$ cat src/rtl/mult_unit.sv
// Sequential 16x16 unsigned shift-and-add multiplier, one partial product per clock.
// Fixed latency: done is high in the cycle after the 16th iteration edge.
//
// state  | meaning
// S_IDLE | waiting for i_init; o_result holds the last product
// S_CALC | 16 shift-and-add iterations, o_result shows partial sums
// S_DONE | o_done high for one cycle, o_result final
module mult_unit (
    input  logic        i_clk,
    input  logic        i_rst_n,
    input  logic        i_init,
    input  logic [15:0] i_op_a,
    input  logic [15:0] i_op_b,
    output logic [31:0] o_result,
    output logic        o_done
);

    typedef enum logic [1:0] {
        S_IDLE = 2'd0,
        S_CALC = 2'd1,
        S_DONE = 2'd2
    } state_t;

    state_t      r_state;
    state_t      w_next;
    logic [31:0] r_a_sh;
    logic [15:0] r_b_sh;
    logic [31:0] r_acc;
    logic [4:0]  r_cnt;

    always_ff @(posedge i_clk or negedge i_rst_n) begin
        if (!i_rst_n) begin
            r_state <= S_IDLE;
        end else begin
            r_state <= w_next;
        end
    end

    always_comb begin
        w_next = r_state;
        case (r_state)
            S_IDLE: if (i_init) w_next = S_CALC;
            S_CALC: if (r_cnt == 5'd15) w_next = S_DONE;
            S_DONE: w_next = S_IDLE;
            default: w_next = S_IDLE;
        endcase
    end

    // Operands are captured only on the accepting edge; later bus changes are ignored.
    always_ff @(posedge i_clk or negedge i_rst_n) begin
        if (!i_rst_n) begin
            r_a_sh <= 32'd0;
            r_b_sh <= 16'd0;
            r_acc  <= 32'd0;
            r_cnt  <= 5'd0;
        end else begin
            case (r_state)
                S_IDLE: begin
                    if (i_init) begin
                        r_a_sh <= {16'd0, i_op_a};
                        r_b_sh <= i_op_b;
                        r_acc  <= 32'd0;
                        r_cnt  <= 5'd0;
                    end
                end
                S_CALC: begin
                    if (r_b_sh[0]) begin
                        r_acc <= r_acc + r_a_sh;
                    end
                    r_a_sh <= r_a_sh << 1;
                    r_b_sh <= r_b_sh >> 1;
                    r_cnt  <= r_cnt + 5'd1;
                end
                default: ;
            endcase
        end
    end

    assign o_result = r_acc;
    assign o_done   = (r_state == S_DONE);

endmodule

$ cat config.mk
export PLATFORM = sky130hd
export DESIGN_NAME = mult_unit
export DESIGN_NICKNAME = d
export VERILOG_FILES = /design/src/rtl/mult_unit.sv
export SDC_FILE = /design/constraint.sdc
export NUM_CORES = 1
export LEC_CHECK = 0
export BUFFER_PORTS_ARGS = -buffer_cell sky130_fd_sc_hd__buf_2
export CAP_MARGIN = 20
export CORE_ASPECT_RATIO = 0.7
export CORE_MARGIN = 3
export CORE_UTILIZATION = 45
export DETAILED_ROUTE_END_ITERATION = 10
export GPL_TIMING_DRIVEN = 0
export SYNTH_ARGS = -nofsm -noshare
export SYNTH_HDL_FRONTEND = slang
export SYNTH_SLANG_ARGS = --single-unit
$ cat constraint.sdc
create_clock -name i_clk -period 2.75 [get_ports i_clk]
set_input_delay 0.55 -clock i_clk [delete_from_list [all_inputs] [get_ports i_clk]]
set_output_delay 0.55 -clock i_clk [all_outputs]
set_load 0.01 [all_outputs]
Word level (Yosys, flattened, before mapping)
Index checks and enable logic that the tools add are counted.
{"block": "op_classes", "add_sub_neg": 2, "n_eq_ne": 6, "mux": 12, "reduce_logical": 5}
{"op": "$pmux 32 s2", "n": 2}
{"op": "$mux 32", "n": 3}
{"op": "$add 32x32->32", "n": 1}
{"op": "$pmux 16 s2", "n": 1}
{"op": "$mux 16", "n": 1}
{"op": "$pmux 5 s2", "n": 1}
{"op": "$ne 2x2->1 const B", "n": 3}
{"op": "$add 5x1->5 const B", "n": 1}
{"op": "$eq 5x4->1 const B", "n": 1}
{"op": "$mux 5", "n": 1}
{"op": "$mux 2", "n": 2}
{"op": "$pmux 2 s2", "n": 1}
{"op": "$reduce_and 2->1", "n": 2}
{"op": "$reduce_and 3->1", "n": 1}
{"op": "$eq 2x1->1 const B", "n": 1}
{"op": "$eq 2x2->1 const B", "n": 1}
{"op": "$logic_not 2->1", "n": 1}
{"op": "$reduce_bool 2->1", "n": 1}
{"block": "word_totals", "register_bits": 87, "input_bits": 35, "out_inout_bits": 33, "word_cells": 30}

Logic depth before layout (Yosys ltp)
{"block": "depth", "ltp_word": 3, "depth_mapped": 12, "depth_no_buf": 12}

Worst setup path before layout
Ideal clock, no wire load.
{"block": "synth_path", "path_kind": "flip-flop to flip-flop", "start": "reg r_acc[0], in the netlist o_result[0]", "end": "reg r_acc[30], in the netlist o_result[30]", "setup_ps": 124, "t_arrival_ps": 2377, "required_time_ps": 2626, "path_slack_ps": 249, "path_stages_with_launch": 12, "path_buffers": 0, "synth_period_minus_slack_ps": 2501, "cell_sequence": "dfrtp_1 ha_1 inv_1 fa_1 nor2b_1 o31a_1 a21oi_2 a2111oi_4 o21ai_1 o21ai_1 a211oi_2 a211o_1"}
{"block": "synth_via", "elab_chain_cells": 3}
{"item": "from (decl)", "line_no": "28", "rtl": "logic [31:0] r_acc;"}
{"item": "from (signal assigned)", "line_no": "68", "rtl": "r_acc <= r_acc + r_a_sh;"}
{"item": "$add 32x32->32", "line_no": "68"}
{"item": "$mux 32", "line_no": "67", "rtl": "if (r_b_sh[0]) begin"}
{"item": "$pmux 32 s2", "line_no": "57", "rtl": "case (r_state)"}
Every way passes these cells. The select of a mux whose other input is x is not followed.
A chain may end at the register's enable or synchronous reset.

Final worst setup path
Ends and elaborated chain as after synthesis.

==> impl_metrics.ini <==
[worst_setup_path]
crit_type = reg2reg
end_kind = flop
path_cells = ha_2 > inv_1 > fa_2 > nor2b_4 > o31a_1 > a21oi_2 > a2111oi_4 > o21ai_2 > o21ai_2 > a211oi_4 > nor4_2 > a211o_1
cpPeakStageDelay_ns = 0.40
worstPathRequired_ns = 2.98
startpoint = o_result[0]
crit_fanout = 3
critPathMostFrequentCell = o21ai_2
r2r_start = o_result[0]
path_buf_inv = 1
crit_slowest_cell = dfrtp_1
crit_family = compound AO/OA/AOI/OAI gates
cp.arrival_ns = 2.90
start_kind = flop

[detailed_routing]
ant_nets = 0
drt_iter0_drc = 306
dr.pass1.iters = 5
detailroute.via_count = 4644
drt_wl_total_mm = 14.15
drt-wirelength-per-cell_um = 17.09
drcViolationCount = 0
vias_per_cell = 5.609

[die]
core_sq_um = 11290
io_pins = 68
die_w_um = 136.3
die_area_sq_um = 13250
initial_core_util_pct = 47.35
placementRows = 32
die_h_um = 97.20

[yosys]
yosysWarnings = 0
synth.avg_cell_area_sq_um = 9.234
ys_top_cells_by_area = dfrtp_1, ha_1, o21ai_0, a21oi_1, nor2b_1
synth_edf_count = 0
yosysMostFrequentCell = dfrtp_1
yosys.area.top_type = dfrtp_1
synthFlopType = dfrtp_1
yosys_register_bits = 87
netlist-cell-type-count = 57
syn-instance-count = 579
synthTopCellsByCount = dfrtp_1, o21ai_0, a21oi_1, nand2_1, nor2b_1
seq_area_frac_synth_pct = 40.72
async_flop_share_pct = 100.0
syn-num-nets = 648
syn-cell-area_sq_um = 5346
synth_top_area_share_pct = 40.72

[pwr]
p_leak_nw = 3.054
power_w = 0.006610
peakVddDrop_v = 0.0004108
power_density_nw_per_um2 = 1032

[layout]
area_delta_synth_final_pct = 19.85
nNetsFinal = 739
antenna_cells = 0
n_fill_cell = 1059
finalInstanceArea_sq_um = 6407
layout-drive-gt1-share_pct = 20.30
utilization_pct = 56.75

[outcome]
status = finished, final reports clean

[global_routing]
grt_pass1_vias = 4290
grt_max_degree = 50
grt.total_usage_pct = 21.09
met3_usage_pct = 3.882
use_met1_pct = 33.93
use_met2_pct = 28.87
gr-total-overflow = 0
antenna_found_initial = 0
busiest_layer = met1
grt_pass1_wl_mm = 22.51

[clock_tree]
cts_buffers = 9
clock_path_buffers = 2
cts_tree = yes
root_buffer = clkbuf_16
h-tree-depth = 3
cts_sinks = 87
clk_latency_ns = 0.34
clkTransAtPathRegs_ns = 0.07

[sta]
rsz0062_at_grt = yes
fin_crit_ns = 2.677
period_share_pct = 97.34
maxSlewViolCount = 0
fin_setup_tns_ns = 0
hold_viol_final = 0
whs_ns = 0.1783
fin_skew_ns = 0.009542
worst_pin_slew_ns = 0.6450
fmax_mhz = 373.6
relSlewSlack_pct = 57.00
setup_viol = 0

[placement]
port_buffers = 67
dpl.hpwl_mm = 10.27
gp_congestion = 0.8453
dpl-instance-area_sq_um = 5903

[hold_path]
min_path_type = in2async

[run]
cap_violations = 0
registers in the layout, indices dropped and copies added, names as in the netlist:
register and count:
r_b_sh 16, r_cnt 5, r_a_sh 32, r_state 2, o_result 32
power breakdown:
| group | leakage, nW | switching, W | internal (W) |
|---|---|---|---|
| clock | 0.163 | 0.000528 | 0.000826 |
| combinational | 1.73 | 0.00186 | 0.00124 |
| sequential | 1.16 | 0.000423 | 0.00174 |
layout by cell type (no fill, tap or decap), drive strengths merged, types with 2 or more instances in the layout:
cell type,n
o31ai,4
nor2,21
ha,33
and3,3
a21o,15
buf,87
a211oi,5
clkbuf,36
a31oi,2
o21ai,78
o41ai,2
clkinv,3
nand4,8
dfrtp,87
xor2,16
nand2,51
a211o,2
bufinv,2
inv,18
a21oi,64
nand3,8
xnor2,9
nand2b,4
a22oi,29
a31o,2
o21a,3
o21bai,4
o31a,2
nor3,3
a22o,22
nor2b,37
path summary, 6_finish.rpt:
path / depth (start not counted) / slack, ns / endpoint
min in group i_clk: 3 / 0.49 / r_a_sh[0]
max in group asynchronous: 2 / 1.94 / r_b_sh[4]
min reg2reg: 2 / 0.50 / r_cnt[4]
max reg2reg: 12 / 0.07 / o_result[30]
max: 12 / 0.07 / o_result[30]
min: 1 / 0.18 / o_result[27]
layout make-up:
type / instances / area (sq um) / share of cell area, %
multi-input cells: 442 / 3050 / 47.61
clock inverters: 6 / 91.34 / 1.426
flip-flops and latches: 87 / 2177 / 33.98
clock buffers: 10 / 239.0 / 3.730
inverters: 17 / 63.81 / 0.9959
plain buffers: 33 / 138.9 / 2.168
well taps: 153 / 191.4 / 2.988
repair buffers: 80 / 455.4 / 7.108
routing by layer:
layer	wire length [um]	vias to the layer above
li1	-	2297
met1	7563	2258
met2	5897	79
met3	554	10
met4	134	0
met5	0	-
timing repair:
| item | 4_1_cts | 5_1_grt |
|---|---|---|
| gates resized for setup | 5 | 10 |
| hold buffers | 0 | 0 |
| endpoints found under the setup margin | 3 | 9 |
| buffers inserted | 2 | 10 |
| pin swaps | 2 | 8 |
logic make-up (layout without fill, tap and decap cells):
logic type,after synthesis,in the layout,synth area share (%)
adders and majority gates,34,34,8.097
AOI/OAI and AO/OA,242,242,30.00
and+or+nand+nor,140,140,13.11
buffers and inverters,50,146,3.791
muxes,1,1,0.1872
DFF,87,87,40.72
xor gates and xnor gates,25,25,4.095
metrics by stage:
stage | worst slack, ns | cells
after floorplan | 0.2486 | 579
after global placement | -0.05929 | 799
final | 0.07327 | 828
after global routing | -0.07089 | 828
after CTS | 0.03594 | 818
after detailed placement | -0.1144 | 800
worst register-to-register path, cell delays in order (launching register included):
cell,delay (ns)
dfrtp_1,0.40
ha_2,0.22
inv_1,0.08
fa_2,0.24
nor2b_4,0.06
o31a_1,0.29
a21oi_2,0.20
a2111oi_4,0.11
o21ai_2,0.18
o21ai_2,0.10
a211oi_4,0.32
nor4_2,0.07
a211o_1,0.29
Power figures use the tool's default switching activity.
